`src/rtl/audio_stream_sequencer.sv`:
```
// Audio stream sequencer: pulls 32-bit words from the HPS FIFO and plays each
// 24-bit sample to the codec as an L/R pair, with an underrun counter and a level meter.
module audio_stream_sequencer (
  input  logic        clk,
  input  logic        reset,
  input  logic        enable,
  input  logic        mute,
  input  logic        clr_underrun,
  input  logic [31:0] fifo_data,
  input  logic        fifo_valid,
  output logic        fifo_ready,
  input  logic        audio_ready_l,
  input  logic        audio_ready_r,
  output logic        audio_valid_l,
  output logic        audio_valid_r,
  output logic [23:0] audio_data_l,
  output logic [23:0] audio_data_r,
  output logic [15:0] underrun_count,
  output logic [9:0]  leds,
  output logic        busy
);

  localparam int unsigned SAMPLE_W = 24;
  localparam int unsigned CNT_W    = 16;
  localparam int unsigned LED_N    = 10;
  localparam int unsigned LEVEL_W  = 4;

  typedef enum logic [1:0] {IDLE, FETCH, SEND_L, SEND_R} state_t;

  state_t              state;
  state_t              state_nxt;
  logic                capture_c;
  logic [SAMPLE_W-1:0] hold;
  logic [SAMPLE_W-1:0] raw_c;
  logic [SAMPLE_W-1:0] mag_c;
  logic [LEVEL_W-1:0]  level_c;
  logic [LED_N-1:0]    leds_nxt_c;
  logic                unused_lsbs_c;

  assign raw_c         = fifo_data[31:8];
  assign unused_lsbs_c = ^fifo_data[7:0];

  // Next-state logic; a capture happens only in FETCH with a word offered
  always_comb begin
    state_nxt = state;
    capture_c = 1'b0;
    case (state)
      IDLE:   if (enable) state_nxt = FETCH;
      FETCH: begin
        if (fifo_valid) begin
          capture_c = 1'b1;
          state_nxt = SEND_L;
        end else if (!enable) begin
          state_nxt = IDLE;
        end
      end
      SEND_L: if (audio_ready_l) state_nxt = SEND_R;
      SEND_R: if (audio_ready_r) state_nxt = enable ? FETCH : IDLE;
      default: state_nxt = IDLE;
    endcase
  end

  // Meter works on the raw sample so it still moves while muted
  always_comb begin
    mag_c   = raw_c[SAMPLE_W-1] ? ~raw_c : raw_c;
    level_c = mag_c[22:19];
    leds_nxt_c = '0;
    for (int i = 0; i < int'(LED_N); i++) begin
      leds_nxt_c[i] = (level_c > LEVEL_W'(i));
    end
  end

  // State plus Moore outputs registered from the next state
  always_ff @(posedge clk or posedge reset) begin
    if (reset) begin
      state         <= IDLE;
      fifo_ready    <= 1'b0;
      audio_valid_l <= 1'b0;
      audio_valid_r <= 1'b0;
      busy          <= 1'b0;
    end else begin
      state         <= state_nxt;
      fifo_ready    <= (state_nxt == FETCH);
      audio_valid_l <= (state_nxt == SEND_L);
      audio_valid_r <= (state_nxt == SEND_R);
      busy          <= (state_nxt != IDLE);
    end
  end

  always_ff @(posedge clk or posedge reset) begin
    if (reset) begin
      hold <= '0;
      leds <= '0;
    end else if (capture_c) begin
      hold <= mute ? '0 : raw_c;
      leds <= leds_nxt_c;
    end
  end

  // Starvation counter; clear has priority and the count saturates
  always_ff @(posedge clk or posedge reset) begin
    if (reset) begin
      underrun_count <= '0;
    end else if (clr_underrun) begin
      underrun_count <= '0;
    end else if (state == FETCH && enable && !fifo_valid &&
                 underrun_count != {CNT_W{1'b1}}) begin
      underrun_count <= underrun_count + CNT_W'(1);
    end
  end

  assign audio_data_l = hold;
  assign audio_data_r = hold;

endmodule

```
`config.mk`:
```
export PLATFORM = sky130hd
export DESIGN_NAME = audio_stream_sequencer
export DESIGN_NICKNAME = d
export VERILOG_FILES = /design/src/rtl/audio_stream_sequencer.sv
export SDC_FILE = /design/constraint.sdc
export NUM_CORES = 1
export LEC_CHECK = 0
export ABC_CLOCK_PERIOD_IN_PS = 2300
export BUFFER_PORTS_ARGS = -buffer_cell sky130_fd_sc_hd__buf_2
export CORE_UTILIZATION = 45
export DETAILED_ROUTE_END_ITERATION = 10
export GPL_TIMING_DRIVEN = 0
export PLACE_DENSITY_LB_ADDON = 0.1
export SKIP_CTS_REPAIR_TIMING = 1
export SLEW_MARGIN = 20
export SYNTH_ARGS = -nofsm -noshare
export SYNTH_HDL_FRONTEND = slang
export SYNTH_SLANG_ARGS = --single-unit
```
`constraint.sdc`:
```
create_clock -name clk -period 2.3 [get_ports clk]
set_clock_uncertainty 0.15 [all_clocks]
set_input_delay 0.23 -clock clk [delete_from_list [all_inputs] [get_ports clk]]
set_output_delay 0.23 -clock clk [all_outputs]
set_load 0.05 [all_outputs]
```
[Yosys cells after proc, flatten, opt, wreduce, memory -nomap -nowiden]
Index checks and enable logic that the tools add are counted.
Word-level totals
  output and inout port bits: 78
  memories: 0
  latch bits: 0
  logic and storage cells: 47
  bits in read-only memories: 0
  memory bits (writable): 0
  input port bits: 40
  bits in registers: 56
Cells by class
  equality and inequality tests: 7
  $mul: 0
  multiplexer cells: 13
  shifts and indexed selects: 0
  magnitude comparators: 10
  reductions and logical operators: 7
  add/sub/neg operators: 1
  bitwise operators: 1
  div/mod/pow operators: 0
Operators by type and width (count)
  two-way mux 16 bit: 2
  two-way mux 24 bit: 1
  two-way mux 23 bit: 1
  NOT 23 bit: 1
  adder 16 x 1 -> 16 bit (second input constant): 1
  > comparator 4 x 3 -> 1 bit (second input constant): 4
  inequality test 16 bit (second input constant): 1
  two-way mux 2 bit: 5
  == test 2 bit (second input constant): 4
  > comparator 4 x 1 -> 1 bit (second input constant): 2
  > comparator 4 x 2 -> 1 bit (second input constant): 2
  > comparator 4 bit (second input constant): 2
  case mux 2 bit (4 select lines): 1
  == test 2 x 1 -> 1 bit (second input constant): 2
  nonzero test 2 bit: 2
  logical AND 1 bit: 3
  two-way mux 1 bit: 3
  logical NOT 2 bit: 1
  logical NOT 1 bit: 1

[Depth between registers and ports, before layout]
Gate-level depths: netlist of the first run.
  word-level depth: 6
  gate-level depth with buffers: 5
  depth with buffers taken out: 5

[Worst setup path before layout of the first run]
Ideal clock, no wire load.
  kind: register to register
  start point: reg underrun_count[0]
  end point: reg underrun_count[0]
  buffers on the path: 0
  arrival: 1905 ps
  setup slack: 118 ps
  library setup time: 128 ps
  required time: 2022 ps
  stages on the path, launching flop included: 6
  period minus slack after synthesis: 2182 ps
  cells stage by stage: dfrtp_1 ha_1 nand4_1 nor4_4 nor2b_2 mux2_1
Between the ends
  cells in the longest elaborated chain, start to end: 3
  elaborated cells on any way between the ends: 6
  classes of those cells: add/sub: 1; eq/ne: 1; mux: 2; reduce/logical: 2
RTL lines
  start, declared: RTL line 18  | output logic [15:0] underrun_count,
  start signal, assigned: RTL line 108  | underrun_count <= underrun_count + CNT_W'(1);
  adder 16 x 1 -> 16 bit or inequality test 16 bit (tied branches): RTL line 108, 107
  two-way mux 16 bit or logical AND 1 bit (tied branches): RTL line 106  | end else if (state == FETCH && enable && !fifo_valid &&
  two-way mux 16 bit or nonzero test 2 bit (tied branches)
Parallel ways exist; a longest one is shown, timed or not. The select of a mux whose other input is x is not followed.
A chain may end at the register's enable or synchronous reset.

[Worst setup path in the final report of the first run]
Ends and elaborated chain as after synthesis.

==> results of run 1 <==
-- worst max-delay path: cells and delay by family, from the launching register on --
kind	cells	cell delay [ps]
fa+ha+maj	1	250
mux	1	330
simple gates	3	780
flops	1	410
-- where the power goes --
part           total [mW]  switching [mW]  internal, mW
combinational        3.14            2.37         0.765
clock               0.639           0.315         0.324
sequential           1.53           0.216          1.31
-- kinds of logic after synthesis --
group	Yosys count	share of synthesized area, %
flip-flops	56	49.4
multiplexers	3	1.15
AO/OA/AOI/OAI	76	15.4
buffers and inverters	48	10.2
adder cells (fa/ha/maj)	1	0.441
XOR/XNOR	1	0.309
AND/OR/NAND/NOR	123	23.1
-- stage by stage --
step | utilization (%) | setup TNS, ps
2_1_floorplan | - | 0
3_3_place_gp | 57.8 | -10080
3_5_place_dp | 57.9 | 0
4_1_cts | 59.6 | 0
5_1_grt | 59.8 | 0
6_report | 59.8 | 0
-- layer usage --
metal	wire length, um	global-route usage [%]	vias up
met5	0	0	-
met4	67	5.36	0
met3	317	4.11	6
met2	3080	32.8	67
met1	2940	26.3	1195
li1	-	-	1262
-- path summary, 6_finish.rpt --
kind / end / slack (ps) / cells past startpoint
worst min register to register: leds[9] / 330 / 2
worst max-delay path: underrun_count[0] / 270 / 5
worst min-delay path: underrun_count[9] / 10 / 2
worst max register to register: underrun_count[0] / 270 / 5
min in group asynchronous: underrun_count[13] / 430 / 3
max in group asynchronous: underrun_count[2] / 1130 / 3
-- cells in the final DEF, fill, tap and decap left out, types with 2 or more instances in the layout --
cell type,count
sky130_fd_sc_hd__nand2b_1,24
sky130_fd_sc_hd__inv_1,7
sky130_fd_sc_hd__dfrtp_1,56
sky130_fd_sc_hd__or4_1,4
sky130_fd_sc_hd__o31ai_1,5
sky130_fd_sc_hd__nor2_1,15
sky130_fd_sc_hd__buf_4,25
sky130_fd_sc_hd__clkbuf_8,5
sky130_fd_sc_hd__buf_2,106
sky130_fd_sc_hd__nand3_1,7
sky130_fd_sc_hd__o21ai_0,40
sky130_fd_sc_hd__or3_1,3
sky130_fd_sc_hd__and4_1,2
sky130_fd_sc_hd__clkbuf_1,14
sky130_fd_sc_hd__o21bai_1,2
sky130_fd_sc_hd__nand4_1,3
sky130_fd_sc_hd__nor3_1,6
sky130_fd_sc_hd__nand2_1,46
sky130_fd_sc_hd__a21oi_1,16
sky130_fd_sc_hd__mux2_1,2
sky130_fd_sc_hd__nand4_2,3
sky130_fd_sc_hd__nor2b_1,2
sky130_fd_sc_hd__a31oi_1,4
-- flip-flops by register name, indices dropped and copies added, names as in the netlist --
name / flops
state: 2
busy: 1
underrun_count: 16
audio_data_l: 24
audio_valid_r: 1
leds: 10
audio_valid_l: 1
fifo_ready: 1
-- cell type report --
cell class | instances | area [um2] | area share, %
plain buffers | 40 | 260 | 7.26
clock buffers | 6 | 72.6 | 2.03
clock inverters | 2 | 35.0 | 0.978
inverters | 8 | 32.5 | 0.908
multi-input cells | 204 | 1150 | 32.0
flip-flops and latches | 56 | 1400 | 39.1
well taps | 75 | 93.8 | 2.62
repair buffers | 107 | 541 | 15.1
==> load_flow_metrics.sql, run 1 <==
INSERT INTO impl_metrics (metric_group, metric, value, unit) VALUES
('final_layout', 'area_growth_syn_to_layout', '26.2', '%'),
('clocking', 'htree_depth', '2', ''),
('final_layout', 'post_layout_net_count', '463', ''),
('worst_setup_path', 'slowest_delay', '440', 'ps'),
('timing', 'fmax', '0.493', 'GHz'),
('timing', 'fin_crit', '2030', 'ps'),
('place', 'placed_cells_incl_taps', '489', ''),
('synth', 'postSynthCellCount', '308', ''),
('worst_hold_path', 'startpoint_of_the_most_critical_hold_path', 'clr_underrun', ''),
('worst_setup_path', 'path_cells', 'ha_1 -> nand4_1 -> nor4_4 -> nor2b_2 -> mux2_1', ''),
('power', 'design_power_total', '5.31', 'mW'),
('synth', 'yosys_warnings', '0', ''),
('floorplan', 'design.core.area', '0.00599', 'mm2'),
('synth', 'synth.largest_area_cell', 'sky130_fd_sc_hd__dfrtp_1', ''),
('power', 'power.ir.vdd_worst', '948', 'uV'),
('synth', 'synth.top_cells.by_area', 'sky130_fd_sc_hd__dfrtp_1, sky130_fd_sc_hd__o21ai_0, sky130_fd_sc_hd__buf_4', ''),
('worst_hold_path', 'worst_hold_path_type', 'primary input to register', ''),
('routing', 'drc', '0', ''),
('worst_setup_path', 'timing.critical_path.required', '2350', 'ps'),
('floorplan', 'num_io_pins', '118', ''),
('final_layout', 'antenna_cells', '0', ''),
('routing', 'first_iter_violations', '99', ''),
('synth', 'synth_enable_flop_cells', '0', ''),
('final_layout', 'layout-drive-gt1-share', '34.8', '%'),
('clocking', 'clock_tree.buffer_depth', '2', ''),
('floorplan', 'initial_utilization', '47.4', '%'),
('global_routing', 'grt_pass1_wl', '10100', 'um'),
('floorplan', 'design.die.area', '0.00663', 'mm2'),
('worst_setup_path', 'critical_path_arrival', '2070', 'ps'),
('clocking', 'cts_root_buf', 'sky130_fd_sc_hd__clkbuf_8', ''),
('global_routing', 'maximum_number_of_pins_on_one_net_before_global_route_repair', '57', ''),
('timing', 'slew_viol_final', '0', ''),
('routing', 'firstDrtPassIters', '4', ''),
('synth', 'synth_top_cell_area_share', '49.4', '%'),
('timing', 'postLayoutSetupSlackWorst', '273', 'ps'),
('worst_setup_path', 'launch_point_of_the_critical_path', 'underrun_count[0]', ''),
('global_routing', 'number_of_global_route_vias_before_repair', '2198', ''),
('power', 'leakagePower', '1.89', 'nW'),
('place', 'gp_congestion', '0.750', ''),
('synth', 'most_common_library_cells_after_synthesis', 'sky130_fd_sc_hd__dfrtp_1, sky130_fd_sc_hd__nand2_1, sky130_fd_sc_hd__o21ai_0', ''),
('timing', 'finalHoldWorstSlack', '11.7', 'ps'),
('clocking', 'clkLatencyLatePin', '310', 'ps'),
('routing', 'ant_nets', '0', ''),
('worst_setup_path', 'critical_path.max_fanout', '7', ''),
('routing', 'via_count', '2530', ''),
('synth', 'yosys_most_used_dff', 'sky130_fd_sc_hd__dfrtp_1', ''),
('synth', 'post_synth.cell_area_avg', '9.22', 'um2'),
('global_routing', 'grt_antenna_before_repair', '0', ''),
('clocking', 'cts.reportedPaths.clkPinSlew', '100', 'ps'),
('place', 'place.port_buffers', '106', ''),
('global_routing', 'grt_overflow_total', '0', ''),
('worst_setup_path', 'path_class', 'register to register', ''),
('outcome', 'status', 'finished, final reports clean', ''),
('synth', 'yosys.cell_count.top_type', 'sky130_fd_sc_hd__dfrtp_1', ''),
('floorplan', 'die_x', '81.4', 'um'),
('final_layout', 'fin_cells', '498', ''),
('synth', 'synth.net_count', '349', ''),
('job', 'maxCapViolCount', '0', ''),
('power', 'powerDensity', '1480', 'mW/mm2'),
('final_layout', 'layout.filler_cells', '539', ''),
('place', 'pre_cts_slack', '276', 'ps'),
('global_routing', 'grt.total_usage', '19.8', '%'),
('worst_setup_path', 'cp-end-kind', 'register', ''),
('routing', 'via_per_inst', '5.08', ''),
('floorplan', 'row_count', '28', ''),
('floorplan', 'vert_die_dim', '81.4', 'um'),
('worst_setup_path', 'startpoint_type', 'register', ''),
('synth', 'yosys.cell_types.count', '43', ''),
('clocking', 'cts.sink_count', '56', ''),
('timing', 'grt_setup_unrepaired', 'false', ''),
('place', 'dpl.hpwl', '4760', 'um');
Power figures use the tool's default switching activity.
==> run 2, diff against run 1 <==
--- a/config.mk
+++ b/config.mk
@@ -7,7 +7,7 @@
 export LEC_CHECK = 0
 export ABC_CLOCK_PERIOD_IN_PS = 2300
 export BUFFER_PORTS_ARGS = -buffer_cell sky130_fd_sc_hd__buf_2
-export CORE_UTILIZATION = 45
+export CORE_UTILIZATION = 31
 export DETAILED_ROUTE_END_ITERATION = 10
 export GPL_TIMING_DRIVEN = 0
 export PLACE_DENSITY_LB_ADDON = 0.1
==> run 2 against run 1 <==
  * The run now ends with design-rule violations left
  * Count of clock-buffer cells in the layout increased by 1
  * Sequential power about the same
  * Core utilization is 18 points lower
  * Global-route usage fell by 5.1 points
  * Worst hold slack about the same
  * First-iteration DRC count down 34%
  * Die area increased by 44%
  * Clock power fell by 8.1%
  * Combinational power about the same
  * Wire length increased by 8.4%
  * Non-clock buffer count rose by 1
  * Largest cell class unchanged
==> load_flow_metrics.sql, run 2 (synthesis gave the netlist of run 1 again) <==
INSERT INTO impl_metrics (metric_group, metric, value, unit) VALUES
('outcome', 'status', 'complete, but fails checks', ''),
('outcome', 'violations', 'design-rule violations', ''),
('routing', 'drc', '17', ''),
('floorplan', 'die_x', '97.7', 'um'),
('power', 'power_report.internal_total', '2.35', 'mW'),
('final_layout', 'antenna_cells', '0', ''),
('final_layout', 'most-common-layout-cells', 'sky130_fd_sc_hd__buf_2, sky130_fd_sc_hd__dfrtp_1, sky130_fd_sc_hd__nand2_1', ''),
('routing', 'ant_nets', '0', ''),
('worst_setup_path', 'critical_path_arrival', '2090', 'ps'),
('worst_setup_path', 'crit_slowest_cell', 'sky130_fd_sc_hd__nor4_4', ''),
('worst_setup_path', 'timing.critical_path.required', '2350', 'ps'),
('worst_setup_path', 'cp-end-kind', 'register', ''),
('worst_setup_path', 'critical_path.max_fanout', '7', ''),
('power', 'leakagePower', '1.89', 'nW'),
('timing', 'fin_crit', '2040', 'ps'),
('worst_setup_path', 'cpLargestDelayFamily', 'simple AND/OR/NAND/NOR gates', ''),
('final_layout', 'area_of_the_multi_input_gates', '0.00115', 'mm2'),
('clocking', 'htree_depth', '2', ''),
('clocking', 'clock_tree.buffer_depth', '2', ''),
('clocking', 'cts.reportedPaths.clkPinSlew', '100', 'ps'),
('place', 'gp_congestion', '0.750', ''),
('final_layout', 'largest_register_ffs', '24', ''),
('worst_setup_path', 'cp.buffers_inverters', '0', ''),
('worst_setup_path', 'launch_point_of_the_critical_path', 'underrun_count[0]', ''),
('worst_setup_path', 'slowest_delay', '460', 'ps'),
('timing', 'finalSetupViolCount', '0', ''),
('clocking', 'tritoncts', 'built', ''),
('final_layout', 'final_core_utilization', '41.3', '%'),
('final_layout', 'post_layout_net_count', '464', ''),
('power', 'p_clk_share', '11.1', '%'),
('floorplan', 'num_io_pins', '118', ''),
('routing', 'routed_wirelength', '6940', 'um'),
('global_routing', 'grt_antenna_before_repair', '0', ''),
('floorplan', 'initial_utilization', '32.2', '%'),
('worst_setup_path', 'startpoint_type', 'register', ''),
('worst_hold_path', 'startpoint_of_the_most_critical_hold_path', 'fifo_data[25]', ''),
('power', 'powerDensity', '1450', 'mW/mm2'),
('clocking', 'cts_root_buf', 'sky130_fd_sc_hd__clkbuf_8', ''),
('clocking', 'clkLatencyLatePin', '310', 'ps'),
('routing', 'drt-wirelength-per-cell', '13.1', 'um'),
('worst_setup_path', 'crit-reg2reg-launch', 'underrun_count[0]', ''),
('floorplan', 'vert_die_dim', '97.7', 'um'),
('global_routing', 'grt_pass1_wl', '11200', 'um'),
('worst_setup_path', 'path_class', 'register to register', ''),
('final_layout', 'most_common_cell_after_layout_fill_and_taps_aside', 'sky130_fd_sc_hd__buf_2', ''),
('timing', 'slew_viol_final', '0', ''),
('worst_hold_path', 'worst_hold_path_type', 'primary input to register', ''),
('global_routing', 'grt_overflow_total', '0', ''),
('global_routing', 'grt.total_usage', '14.7', '%'),
('place', 'place.port_buffers', '106', ''),
('job', 'maxCapViolCount', '0', ''),
('power', 'netSwitchingFraction', '55.4', '%'),
('routing', 'via_per_inst', '4.74', ''),
('global_routing', 'maximum_number_of_pins_on_one_net_before_global_route_repair', '48', ''),
('timing', 'timing.slew.headroom', '66.8', '%'),
('routing', 'first_iter_violations', '65', ''),
('clocking', 'cts_inserted_buffers', '5', ''),
('final_layout', 'fin_cells', '531', ''),
('worst_setup_path', 'path_cells', 'ha_1 -> nand4_1 -> nor4_4 -> nor2b_2 -> mux2_1', ''),
('timing', 'fmax', '0.489', 'GHz'),
('final_layout', 'area_growth_syn_to_layout', '28.3', '%'),
('final_layout', 'layout.area.seq', '0.00140', 'mm2'),
('timing', 'max_slew.worst_pin.slew', '498', 'ps'),
('place', 'dpl.hpwl', '5070', 'um'),
('clocking', 'cts.sink_count', '56', ''),
('power', 'pwr-share-comb', '59.7', '%'),
('timing', 'final-hold-violation-count', '0', ''),
('power', 'switching_component_of_the_power', '2.92', 'mW'),
('floorplan', 'row_count', '34', ''),
('power', 'share_seq_of_total_power', '29.1', '%'),
('power', 'power.ir.vdd_worst', '803', 'uV'),
('global_routing', 'number_of_global_route_vias_before_repair', '2202', ''),
('place', 'placed_cells_incl_taps', '523', ''),
('floorplan', 'design.die.area', '0.00954', 'mm2'),
('final_layout', 'layout.filler_cells', '899', ''),
('routing', 'firstDrtPassIters', '8', ''),
('timing', 'min_period_over_period', '88.8', '%'),
('timing', 'grt_setup_unrepaired', 'false', ''),
('floorplan', 'design.core.area', '0.00881', 'mm2'),
('final_layout', 'layout-drive-gt1-share', '35.0', '%'),
('routing', 'via_count', '2517', '');
run 2: cell type report:
| cell class | count | area share, % |
|---|---|---|
| flip-flops and latches | 56 | 38.5 |
| multi-input cells | 204 | 31.5 |
| repair buffers | 108 | 15.6 |
| plain buffers | 40 | 7.15 |
| well taps | 108 | 3.71 |
| clock buffers | 7 | 2.65 |
| inverters | 8 | 0.893 |
run 2: worst register-to-register path: stages, from the launching register on:
cell and delay, ps:
sky130_fd_sc_hd__dfrtp_1 410, sky130_fd_sc_hd__ha_1 250, sky130_fd_sc_hd__nand4_1 230, sky130_fd_sc_hd__nor4_4 460
sky130_fd_sc_hd__nor2b_2 110, sky130_fd_sc_hd__mux2_1 320
run 2: power by group through the flow:
stage                     logic (mW)  clock network (mW)  registers [mW]
final                           3.15               0.587            1.54
after global routing            3.31               0.657            1.59
after CTS                       3.18               0.620            1.54
after detailed placement        3.18                   0            1.56
after global placement          3.15                   0            1.55
after floorplan                 1.40                   0            2.63
run 2: path summary, 6_finish.rpt:
check,to,slack [ps],depth (start not counted)
hold / removal,audio_data_l[17],10,3
min in group asynchronous,underrun_count[10],210,3
max in group asynchronous,audio_data_l[15],1330,4
setup / recovery,underrun_count[0],260,5
setup reg to reg,underrun_count[0],260,5
hold reg to reg,leds[9],330,2
run 2: layer usage:
| layer | vias up | track usage (%) | share of wire (%) |
|---|---|---|---|
| met4 | 0 | 4.20 | 1.1 |
| met1 | 1151 | 20.0 | 49 |
| met3 | 5 | 4.53 | 8.0 |
| met5 | - | 0 | 0 |
| met2 | 89 | 22.6 | 42 |
| li1 | 1272 | - | - |
run 2: stage by stage:
step | hold WS [ps] | area [um2] | setup slack (ps) | total power, mW | setup TNS [ps]
after detailed placement | 1.10 | 3530 | 248 | 4.74 | 0
after global routing | 5.15 | 3640 | 78.0 | 5.56 | 0
after floorplan | 228 | 2840 | 118 | 4.04 | 0
after CTS | -346 | 3630 | 229 | 5.34 | 0
final | 11.4 | 3640 | 257 | 5.28 | 0
after global placement | 312 | 3500 | -386 | 4.71 | -21480
==> run 3, diff against run 2 <==
--- a/config.mk
+++ b/config.mk
@@ -5,6 +5,7 @@
 export SDC_FILE = /design/constraint.sdc
 export NUM_CORES = 1
 export LEC_CHECK = 0
+export ABC_AREA = 1
 export ABC_CLOCK_PERIOD_IN_PS = 2300
 export BUFFER_PORTS_ARGS = -buffer_cell sky130_fd_sc_hd__buf_2
 export CORE_UTILIZATION = 31
==> run 3 against run 2 <==
  * The flow finishes with violations (negative hold slack)
  * Worst hold slack worse by 23 ps
  * Clock power is 21% higher
  * Final cell count is 10% higher
  * Critical path type unchanged
  * Critical endpoint is now underrun_count[2]
  * Highest routed layer unchanged
==> load_flow_metrics.sql, run 3 <==
INSERT INTO impl_metrics (metric_group, metric, value, unit) VALUES
('outcome', 'status', 'complete, but fails checks', ''),
('outcome', 'violations', 'negative hold slack', ''),
('synth', 'synth.net_count', '391', ''),
('final_layout', 'most_common_cell_after_layout_fill_and_taps_aside', 'sky130_fd_sc_hd__nand2_1', ''),
('synth', 'postSynth.asyncResetShare', '100', '%'),
('global_routing', 'grt.total_usage', '15.4', '%'),
('clocking', 'tritoncts', 'built', ''),
('final_layout', 'largest_register_ffs', '24', ''),
('power', 'leakagePower', '2.18', 'nW'),
('power', 'switching_component_of_the_power', '3.12', 'mW'),
('clocking', 'clock_tree.buffer_depth', '2', ''),
('worst_setup_path', 'cp.buffers_inverters', '3', ''),
('synth', 'synth.top_cells.by_area', 'sky130_fd_sc_hd__dfrtp_1, sky130_fd_sc_hd__nand2_1, sky130_fd_sc_hd__nand3_1', ''),
('timing', 'max_slew.worst_pin.slew', '523', 'ps'),
('final_layout', 'final_core_utilization', '42.8', '%'),
('floorplan', 'die_x', '97.3', 'um'),
('power', 'p_clk_share', '12.5', '%'),
('global_routing', 'grt_pass1_wl', '11800', 'um'),
('timing', 'min_period_over_period', '80.4', '%'),
('final_layout', 'post_layout_net_count', '518', ''),
('final_layout', 'layout.filler_cells', '910', ''),
('place', 'gp_congestion', '0.788', ''),
('routing', 'first_iter_violations', '106', ''),
('clocking', 'htree_depth', '2', ''),
('clocking', 'cts_root_buf', 'sky130_fd_sc_hd__clkbuf_8', ''),
('timing', 'timing.setup.tns', '0', 'ps'),
('power', 'power.ir.vdd_worst', '732', 'uV'),
('worst_setup_path', 'path_class', 'register to register', ''),
('place', 'place.port_buffers', '108', ''),
('synth', 'synth_seq_area_share', '49.7', '%'),
('power', 'netSwitchingFraction', '54.9', '%'),
('place', 'dpl.hpwl', '5090', 'um'),
('synth', 'yosys.cell_count.top_type', 'sky130_fd_sc_hd__nand2_1', ''),
('job', 'maxCapViolCount', '0', ''),
('worst_setup_path', 'startpoint_type', 'register', ''),
('global_routing', 'grt_antenna_before_repair', '0', ''),
('global_routing', 'grt_overflow_total', '0', ''),
('synth', 'yosys.cell_types.count', '26', ''),
('final_layout', 'most-common-layout-cells', 'sky130_fd_sc_hd__nand2_1, sky130_fd_sc_hd__buf_2, sky130_fd_sc_hd__dfrtp_1', ''),
('timing', 'grt_setup_unrepaired', 'false', ''),
('worst_setup_path', 'critical_path_arrival', '1950', 'ps'),
('synth', 'yosys_most_used_dff', 'sky130_fd_sc_hd__dfrtp_1', ''),
('synth', 'post_synth_instance_area', '0.00282', 'mm2'),
('final_layout', 'stdcell_area', '0.00375', 'mm2'),
('timing', 'fmax', '0.541', 'GHz'),
('clocking', 'cts.reportedPaths.clkPinSlew', '110', 'ps'),
('worst_setup_path', 'cpLargestDelayFamily', 'simple AND/OR/NAND/NOR gates', ''),
('global_routing', 'maximum_number_of_pins_on_one_net_before_global_route_repair', '39', ''),
('global_routing', 'number_of_global_route_vias_before_repair', '2372', ''),
('power', 'design_power_total', '5.68', 'mW'),
('timing', 'slew_viol_final', '0', ''),
('worst_setup_path', 'path_cells', 'ha_1 -> nand3_2 -> inv_2 -> nand2_2 -> o21bai_2 -> nand2_4 -> inv_4 -> buf_6 -> nand2_1 -> nand2_1', ''),
('synth', 'ys_seq_elements', '56', ''),
('final_layout', 'area_growth_syn_to_layout', '33.2', '%'),
('clocking', 'cts.sink_count', '56', ''),
('synth', 'synth.largest_area_cell', 'sky130_fd_sc_hd__dfrtp_1', ''),
('worst_setup_path', 'slowest_delay', '440', 'ps'),
('synth', 'post_synth.cell_area_avg', '8.05', 'um2'),
('final_layout', 'layout-drive-gt1-share', '33.7', '%'),
('routing', 'firstDrtPassIters', '4', ''),
('timing', 'finalHoldWorstSlack', '-12.0', 'ps'),
('timing', 'final-hold-violation-count', '5', ''),
('routing', 'routed_wirelength', '7080', 'um'),
('worst_setup_path', 'worst_path_most_repeated_cell', 'sky130_fd_sc_hd__nand2_1', ''),
('routing', 'drc', '0', ''),
('worst_setup_path', 'timing.critical_path.required', '2400', 'ps'),
('timing', 'fin_crit', '1850', 'ps'),
('final_layout', 'antenna_cells', '0', ''),
('timing', 'timing.slew.headroom', '65.2', '%'),
('routing', 'via_count', '2640', ''),
('timing', 'finalSetupViolCount', '0', ''),
('synth', 'yosys_warnings', '0', ''),
('power', 'pwr-share-comb', '60.2', '%'),
('clocking', 'clkLatencyLatePin', '310', 'ps'),
('synth', 'synth_enable_flop_cells', '0', ''),
('power', 'power_report.internal_total', '2.56', 'mW'),
('floorplan', 'initial_utilization', '32.2', '%'),
('routing', 'via_per_inst', '4.51', ''),
('floorplan', 'design.core.area', '0.00876', 'mm2'),
('routing', 'drt-wirelength-per-cell', '12.1', 'um'),
('synth', 'synth_top_cell_area_share', '49.7', '%'),
('worst_setup_path', 'critical_path.max_fanout', '10', ''),
('synth', 'most_common_library_cells_after_synthesis', 'sky130_fd_sc_hd__nand2_1, sky130_fd_sc_hd__dfrtp_1, sky130_fd_sc_hd__nand3_1', ''),
('worst_setup_path', 'crit_slowest_cell', 'sky130_fd_sc_hd__dfrtp_1', ''),
('place', 'placed_cell_area', '0.00352', 'mm2'),
('power', 'powerDensity', '1510', 'mW/mm2'),
('floorplan', 'row_count', '34', ''),
('routing', 'ant_nets', '0', ''),
('floorplan', 'vert_die_dim', '97.3', 'um'),
('synth', 'postSynthCellCount', '350', ''),
('floorplan', 'design.die.area', '0.00948', 'mm2'),
('worst_setup_path', 'cp-end-kind', 'register', ''),
('worst_hold_path', 'worst_hold_path_type', 'primary input to register', ''),
('power', 'share_seq_of_total_power', '27.3', '%'),
('clocking', 'cts_inserted_buffers', '5', ''),
('floorplan', 'num_io_pins', '118', '');
[run 3: changes by cell type after synthesis, moves of 5 or more]
cell                       previous run  this run
sky130_fd_sc_hd__a21oi_1             16         6
sky130_fd_sc_hd__buf_2                0         5
sky130_fd_sc_hd__clkbuf_1            13         6
sky130_fd_sc_hd__inv_1                8        23
sky130_fd_sc_hd__nand2_1             46       121
sky130_fd_sc_hd__nand2b_1            24         0
sky130_fd_sc_hd__nand3_1              7        42
sky130_fd_sc_hd__nand4_1              3        10
sky130_fd_sc_hd__nor3_1               6         1
sky130_fd_sc_hd__o21ai_0             40         9
sky130_fd_sc_hd__o31ai_1              5         0
sky130_fd_sc_hd__xor2_1               0         8
[run 3: power by group through the flow]
| stage | registers, mW | logic (mW) | clock network [mW] |
|---|---|---|---|
| after floorplan | 2.70 | 1.58 | 0 |
| after global placement | 1.57 | 3.42 | 0 |
| after detailed placement | 1.58 | 3.44 | 0 |
| after CTS | 1.56 | 3.44 | 0.744 |
| after global routing | 1.61 | 3.62 | 0.781 |
| final | 1.55 | 3.42 | 0.709 |
[run 3: worst min-delay path: cells and delay by family]
kind,cells,cell delay [ps]
buffers and inverters,1,70
and+or+nand+nor,2,110
[run 3: metal layers]
| layer | track usage, % | wire length, um | vias to the layer above |
|---|---|---|---|
| met5 | 0 | 0 | - |
| met4 | 4.07 | 69 | 0 |
| met3 | 3.02 | 367 | 5 |
| met2 | 25.1 | 3270 | 71 |
| met1 | 21.1 | 3370 | 1223 |
| li1 | - | - | 1341 |
[run 3: logic make-up after synthesis]
logic type | Yosys count | synth area share, %
and+or+nand+nor | 199 | 30.3
buffers and inverters | 63 | 12.2
DFF | 56 | 49.7
AOI/OAI and AO/OA | 22 | 4.53
xor gates and xnor gates | 9 | 2.80
adders and majority gates | 1 | 0.444
[run 3: layout make-up]
type / count / area [um2] / area share, %
sequential: 56 / 1400 / 37.3
buffer: 36 / 239 / 6.37
clock inverter: 1 / 30.0 / 0.800
timing repair buffer: 120 / 671 / 17.9
clock buffer: 7 / 96.3 / 2.57
inverter: 27 / 106 / 2.83
multi-input combinational: 231 / 1070 / 28.6
tap: 108 / 135 / 3.60
[run 3: worst paths after layout]
path | from | end | slack (ps) | depth (start not counted)
worst max-delay path | underrun_count[1] | underrun_count[2] | 450 | 10
worst min-delay path | fifo_data[26] | audio_data_l[18] | -10 | 3
worst max register to register | underrun_count[1] | underrun_count[2] | 450 | 10
worst min register to register | leds[7] | leds[7] | 330 | 2
max in group asynchronous | reset | audio_valid_l | 1260 | 4
min in group asynchronous | reset | audio_data_l[13] | 250 | 3
[run 3: through the flow]
step | std cells | setup WS (ps)
after CTS | 575 | 433
final | 586 | 451
after detailed placement | 567 | 467
after floorplan | 350 | 296
after global routing | 586 | 292
after global placement | 566 | -356
